## src/rtl/perf_pkg.sv

```systemverilog
// Shared types and event-channel map for the performance counter bank.
// Event indices follow the instruction classes flagged by decode.
package perf_pkg;

    typedef enum logic {
        OVF_WRAP = 1'b0,
        OVF_SAT  = 1'b1
    } ovf_mode_e;

    localparam int NUM_EV  = 18;

    localparam int EV_ADD  = 0;
    localparam int EV_SUB  = 1;
    localparam int EV_AND  = 2;
    localparam int EV_OR   = 3;
    localparam int EV_XOR  = 4;
    localparam int EV_SLL  = 5;
    localparam int EV_SRL  = 6;
    localparam int EV_SRA  = 7;
    localparam int EV_SLT  = 8;
    localparam int EV_ADDI = 9;
    localparam int EV_LW   = 10;
    localparam int EV_SW   = 11;
    localparam int EV_BEQ  = 12;
    localparam int EV_BNE  = 13;
    localparam int EV_BLT  = 14;
    localparam int EV_BGE  = 15;
    localparam int EV_JAL  = 16;
    localparam int EV_J    = 17;

    // The cycle counter always sits one past the last event channel.
    function automatic int ev_cycle(input int num_events);
        return num_events;
    endfunction

endpackage

```

## src/rtl/perf_counter_cell.sv

```systemverilog
// One live counter with its shadow register and sticky overflow flag.
// Clear wins over increment; snapshot always captures the pre-edge value.
module perf_counter_cell
    import perf_pkg::*;
#(
    parameter int CNT_W    = 32,
    parameter int OVF_MODE = 0
) (
    input  logic             clk,
    input  logic             reset,
    input  logic             inc,
    input  logic             clear,
    input  logic             snapshot,
    output logic [CNT_W-1:0] shadow,
    output logic             ovf
);

    localparam ovf_mode_e       MODE = ovf_mode_e'(OVF_MODE[0]);
    localparam logic [CNT_W-1:0] ONES = '1;

    logic [CNT_W-1:0] count;
    logic             at_max;

    assign at_max = (count == ONES);

    always_ff @(posedge clk) begin
        if (reset) begin
            count  <= '0;
            shadow <= '0;
            ovf    <= 1'b0;
        end else begin
            if (snapshot) begin
                shadow <= count;
            end
            if (clear) begin
                count <= '0;
                ovf   <= 1'b0;
            end else if (inc) begin
                if (at_max) begin
                    ovf   <= 1'b1;
                    count <= (MODE == OVF_SAT) ? ONES : '0;
                end else begin
                    count <= count + CNT_W'(1);
                end
            end
        end
    end

endmodule

```

## src/rtl/perf_counter_bank.sv

```systemverilog
// Bank of event counters plus an enabled-cycle counter, with freeze-on-overflow
// and a registered read port over the shadow registers.
module perf_counter_bank
    import perf_pkg::*;
#(
    parameter  int NUM_EVENTS = 18,
    parameter  int CNT_W      = 32,
    parameter  int OVF_MODE   = 0,
    parameter  int FREEZE_OVF = 0,
    localparam int ADDR_W     = $clog2(NUM_EVENTS + 1)
) (
    input  logic                  clk,
    input  logic                  reset,
    input  logic                  count_en,
    input  logic [NUM_EVENTS-1:0] event_in,
    input  logic                  clear,
    input  logic                  snapshot,
    input  logic                  rd_req,
    input  logic [ADDR_W-1:0]     rd_addr,
    output logic                  rd_valid,
    output logic [CNT_W-1:0]      rd_data,
    output logic                  rd_err,
    output logic [NUM_EVENTS:0]   ovf_flags,
    output logic                  frozen
);

    localparam int N   = NUM_EVENTS + 1;
    localparam int CYC = ev_cycle(NUM_EVENTS);
    localparam logic [ADDR_W-1:0] MAX_ADDR = ADDR_W'(NUM_EVENTS);

    logic [N-1:0]     inc;
    logic [CNT_W-1:0] shadow [N];
    logic [CNT_W-1:0] rd_mux;
    logic             addr_bad;

    assign frozen = (FREEZE_OVF != 0) && (|ovf_flags);

    always_comb begin
        inc = '0;
        if (count_en && !frozen) begin
            inc[NUM_EVENTS-1:0] = event_in;
            inc[CYC]            = 1'b1;
        end
    end

    for (genvar i = 0; i < N; i++) begin : g_cell
        perf_counter_cell #(
            .CNT_W    (CNT_W),
            .OVF_MODE (OVF_MODE)
        ) u_cell (
            .clk      (clk),
            .reset    (reset),
            .inc      (inc[i]),
            .clear    (clear),
            .snapshot (snapshot),
            .shadow   (shadow[i]),
            .ovf      (ovf_flags[i])
        );
    end

    // Reads see the shadow as it was before this edge's snapshot.
    always_comb begin
        rd_mux = '0;
        for (int i = 0; i < N; i++) begin
            if (rd_addr == ADDR_W'(i)) begin
                rd_mux = shadow[i];
            end
        end
    end

    assign addr_bad = (rd_addr > MAX_ADDR);

    always_ff @(posedge clk) begin
        if (reset) begin
            rd_valid <= 1'b0;
            rd_err   <= 1'b0;
            rd_data  <= '0;
        end else begin
            rd_valid <= rd_req;
            if (rd_req) begin
                rd_err  <= addr_bad;
                rd_data <= addr_bad ? '0 : rd_mux;
            end
        end
    end

endmodule
```

## config.mk

```make
export PLATFORM = sky130hd
export DESIGN_NAME = perf_counter_bank
export DESIGN_NICKNAME = d
export VERILOG_FILES = /design/src/rtl/perf_pkg.sv /design/src/rtl/perf_counter_cell.sv /design/src/rtl/perf_counter_bank.sv
export SDC_FILE = /design/constraint.sdc
export NUM_CORES = 2
export LEC_CHECK = 0
export CORE_MARGIN = 8
export CORE_UTILIZATION = 34
export DETAILED_ROUTE_END_ITERATION = 7
export SYNTH_ARGS = -nofsm -noshare
export SYNTH_HDL_FRONTEND = slang
export SYNTH_SLANG_ARGS = --single-unit
```

## constraint.sdc

```tcl
create_clock -name clk -period 5.8 [get_ports clk]
set_input_delay 1.74 -clock clk [delete_from_list [all_inputs] [get_ports clk]]
set_output_delay 1.74 -clock clk [all_outputs]
set_load 0.05 [all_outputs]
```

; After elaboration in Yosys (flattened, before gate mapping)
; Cells that the tools add are included.
[word_totals]
ff_bits = 1269
n_memories = 0
output_inout_bits = 54
latchBits = 0
mem_bits_ro = 0
word_cells = 178
mem_bits_rw = 0
[classes]
n_reduce_logical = 21
div_mod_pow = 0
mul = 0
n_eq_ne = 37
n_mux = 40
n_lt_le_gt_ge = 1
n_addsub = 19
bitwise = 0
n_shift = 0
[ops]
columns = cell, n
row1 = two-way mux 32 bit, 39
row2 = adder 32 x 1 -> 32 bit (second input constant), 19
row3 = equality test 32 bit (second input constant), 19
row4 = equality test 5 x 4 -> 1 bit (second input constant), 8
row5 = AND reduction 2 bit, 19
row6 = equality test 5 x 3 -> 1 bit (second input constant), 4
row7 = two-way mux 19 bit, 1
row8 = equality test 5 bit (second input constant), 3
row9 = equality test 5 x 2 -> 1 bit (second input constant), 2
row10 = equality test 5 x 1 -> 1 bit (second input constant), 1
row11 = > comparator 5 bit (second input constant), 1
row12 = zero test 5 bit, 1
row13 = OR reduction 2 bit, 1

; Longest topological paths before layout
[depth]
depth_word = 21
mapped_depth = 10
depth_no_buf = 7

; By module
; A second synthesis with hierarchy kept.
[hier_totals]
cells_unflattened = 6233
hier_area_um2 = 56788.2
[by_module_without_submodules]
columns = mod, cells_per_inst, n_inst, seq_area_each_um2, area_each_um2
row1 = perf_counter_cell, 273, 19, 1301.2, 2617.5
row2 = perf_counter_bank, 1046, 1, 680.7, 7055.5

; Worst setup path after synthesis
; Ideal clock, no wire load.
[synth_timing]
kind = input to register
from = input rd_addr[0]
to = register rd_data[28]
slack_ns = 2.152
arrival_ns = 3.518
required_ns = 5.670
setup_ns = 0.130
cell_stages = 7
n_path_buf = 2
path_cell_list = buf_2 > or3b_2 > nor2_1 > clkbuf_1 > nor3_1 > a2111oi_0 > a21oi_1
[synth_between]
elab_chain_cells = 21
elab_cells_between_ends = 40
cone_classes = order compare (1) / eq/ne (18) / mux (20) / reduce/logical (1)
[synth_lines]
columns = item, line_no
row1 = start: declaration, perf_counter_bank.sv:19  ; input logic [ADDR_W-1:0] rd_addr,
row2 = zero test 5 bit, perf_counter_bank.sv:65  ; if (rd_addr == ADDR_W'(i)) begin
row3 = two-way mux 32 bit (19 in series), perf_counter_bank.sv:65
row4 = two-way mux 32 bit (*), perf_counter_bank.sv:82  ; rd_data <= addr_bad ? '0 : rd_mux;
row5 = end signal: assignment, perf_counter_bank.sv:82
row6 = end: declaration, perf_counter_bank.sv:21  ; output logic [CNT_W-1:0] rd_data,
; Every way passes the cells marked *; elsewhere a longest branch is shown, timed or not.
; A chain may end at the register's enable or synchronous reset.

; Final worst setup path
[layout_timing]
from = input rd_addr[1]
to = register rd_data[18]
; Same word-level chain as after synthesis.

==> impl_metrics.json <==
{
  "final_hold_viol_count": 0,
  "clkSinkCount": 1269,
  "routabilityCongestion": 1.06,
  "ir_drop_mv": 0.287,
  "status": "completed",
  "worstSetupPathType": "input port to flip-flop",
  "r2r-end": "g_cell[9].u_cell.count[4]",
  "grt_pass1_wl_um": 296000,
  "crit_chain": "buf_2, buf_4, inv_1, a211o_1, a21oi_1, o211ai_1, a2111oi_0, o21ai_0",
  "start_util": 0.343,
  "synth_top_family_by_area": "simple AND/OR/NAND/NOR gates",
  "dpl.hpwl_um": 155000,
  "maxSlewHeadroom": 0.123,
  "clock_latency_ns": 0.79,
  "crit_fanout": 44,
  "final_common_cell": "nor2_1",
  "fmax_mhz": 222,
  "cp-start-kind": "input port",
  "nets": 6233,
  "post_cts_buffers": 0,
  "drtIter0Drc": 4880,
  "reg2reg_depth": 5,
  "hold_path_class": "flip-flop to flip-flop",
  "rows": 147,
  "clk_pin_slew_ns": 0.06,
  "ios": 83,
  "syn-num-nets": 6286,
  "synthXorXnorAreaFrac": 0.0871,
  "critical_path.max_stage_delay_ns": 0.87,
  "grt_max_degree": 197,
  "r2r-start": "g_cell[9].u_cell.count[20]",
  "async_flop_share": 0,
  "ant_nets": 0,
  "arrival_ns": 5.13,
  "cp.required_ns": 6.43,
  "slew_violations": 0,
  "synth_adder_area_share": 0.00432,
  "r2r_setup_slack_ns": 2.85,
  "worst_clock_skew_ns": 0.0488,
  "fin_hold_ws_ns": 0.449,
  "dr.pass1.iters": 7,
  "setup_viol": 0,
  "ctsRootBufferMaster": "clkbuf_16",
  "fin_crit_ns": 4.50,
  "die_area_um2": 175000,
  "cap_violations": 0,
  "synth_compound_area_frac": 0.0734,
  "synth.distinct_cells": 86,
  "netlist_instances": 6238,
  "antenna_found_initial": 12,
  "max-clock-path-buffers": 3,
  "muxShareOfSynthArea": 0.114,
  "die_h_um": 419,
  "gr-total-overflow": 0,
  "via_per_inst": 5.45,
  "synthSimpleGateAreaFrac": 0.229,
  "yosysSeqAreaShare": 0.461,
  "avgSynthCellArea_um2": 8.83,
  "synth_edf_count": 0,
  "cp-end-kind": "flip-flop",
  "die_w_um": 419,
  "finalCritPeriodShare": 0.776,
  "wire_per_inst_um": 24.3,
  "hold_start": "g_cell[6].u_cell.ovf",
  "coreArea_um2": 161000,
  "cts_tree": "yes",
  "rsz0062_at_grt": "no",
  "pwr_density_cell_nw_per_um2": 296,
  "wirelength_um": 206000,
  "port_buffers": 81,
  "htree_levels": 4,
  "synth_warnings": 0,
  "hold_buffers": 0,
  "syn_area_um2": 55100,
  "track_usage": 0.226,
  "layout_common_cells": "nor2_1, dfxtp_1, mux2i_1, nand2_1, xor2_1",
  "syn2layout_area_growth_pct": 13.6,
  "synth_top_flop_cell": "dfxtp_1",
  "ys_seq_elements": 1269,
  "hold_end": "g_cell[6].u_cell.ovf",
  "p_leak_nw": 22.6,
  "vias": 46121,
  "cts_made_buffers": 138,
  "critPathSlowestCell": "a2111oi_0",
  "setup_tns_ns": 0,
  "drive_gt1_frac": 0.0614,
  "cts_resized": 0,
  "grt_pass1_vias": 42303,
  "tightest_slew_ns": 1.32,
  "holdPathStages": 2,
  "fillers": 16127,
  "route.detailed.drc": 0
}
## final cells by class
| cell class | instances | area (um2) | share of cell area |
|---|---|---|---|
| multi-input combinational | 4561 | 28100 | 0.448 |
| sequential | 1269 | 25400 | 0.406 |
| clock buffer | 192 | 3940 | 0.0629 |
| tap | 2160 | 2700 | 0.0432 |
| timing repair buffer | 156 | 1530 | 0.0244 |
| clock inverter | 54 | 714 | 0.0114 |
| inverter | 59 | 221 | 0.00354 |
| antenna | 7 | 17.5 | 0.000280 |
## per-stage QoR
stage	instances	utilization	setup slack [ns]	power (mW)	cell area, um2
detailed placement	8205	0.360	0.728	9.71	57900
global route	8454	0.389	1.40	19.1	62600
global placement	8205	0.360	0.714	9.71	57900
finish	8458	0.389	1.30	18.5	62600
floorplan	6238	-	2.15	9.43	55100
CTS	8451	0.389	1.56	18.7	62600
## power breakdown
group / internal (mW) / switching, mW
combinational: 0.211 / 0.568
clock: 5.17 / 3.83
sequential: 8.73 / 0.0233
total: 14.1 / 4.43
## Yosys cell counts (7+ instances only)
master       n  area (um2)
nor2_1    1412        5300
dfxtp_1   1269       25400
mux2i_1    611        6120
nand2_1    384        1440
xor2_1     320        2800
nand3_1    291        1460
xnor2_1    228        2000
clkbuf_1   206         773
nand4_1    173        1080
a21oi_1    134         671
a22oi_1    121         908
nor3_1     116         581
o21ai_0     96         480
and3_1      91         569
buf_1       83         312
and4_1      61         534
inv_1       59         221
nor4_1      54         338
or3_1       37         231
and2_1      35         219
buf_4       29         218
o211ai_1    29         218
o22ai_1     27         169
buf_2       26         130
or2_2       24         150
a211oi_1    23         173
a221oi_1    23         201
ha_1        19         238
nand2b_1    18         113
a31oi_1     17         106
nor2b_1     16         100
o221ai_1    15         131
a221o_1     12         120
or4_1       12        90.1
a22o_1      11        96.3
o31ai_1     11        82.6
mux2_2       9         101
a32oi_1      7        61.3
nand3b_1     7        52.6
o21a_1       7        52.6
## worst max path at each step
stage                           from           to  cells past startpoint
after global routing      rd_addr[1]  rd_data[18]                      8
after floorplan           rd_addr[0]  rd_data[28]                      7
after global placement    rd_addr[4]  rd_data[28]                      6
after detailed placement  rd_addr[1]  rd_data[18]                      8
final                     rd_addr[1]  rd_data[18]                      8
after CTS                 rd_addr[1]  rd_data[18]                      8
## logic make-up after synthesis
kind of cell | Yosys count
xor+xnor | 548
flops | 1269
fa+ha+maj | 19
mux | 622
compound gates | 600
simple gates | 2771
buf+inv | 408
other cells | 1
## worst max-delay path, delay by kind of cell
kind,cells,cell delay [ns]
buf+inv,3,1.36
compound gates,5,1.98
## layer usage
layer  routed length [um]  GRT usage
met2                89100      0.342
met1                88300      0.298
met3                14300     0.0410
met4                14200      0.137
met5                   47          0
## registers in the layout, indices dropped and copies added, names as in the netlist
| register | count |
|---|---|
| g_cell.u_cell.count | 608 |
| g_cell.u_cell.shadow | 608 |
| rd_err | 1 |
| rd_valid | 1 |
| rd_data | 32 |
| g_cell.u_cell.ovf | 19 |
Power figures use the tool's default switching activity.
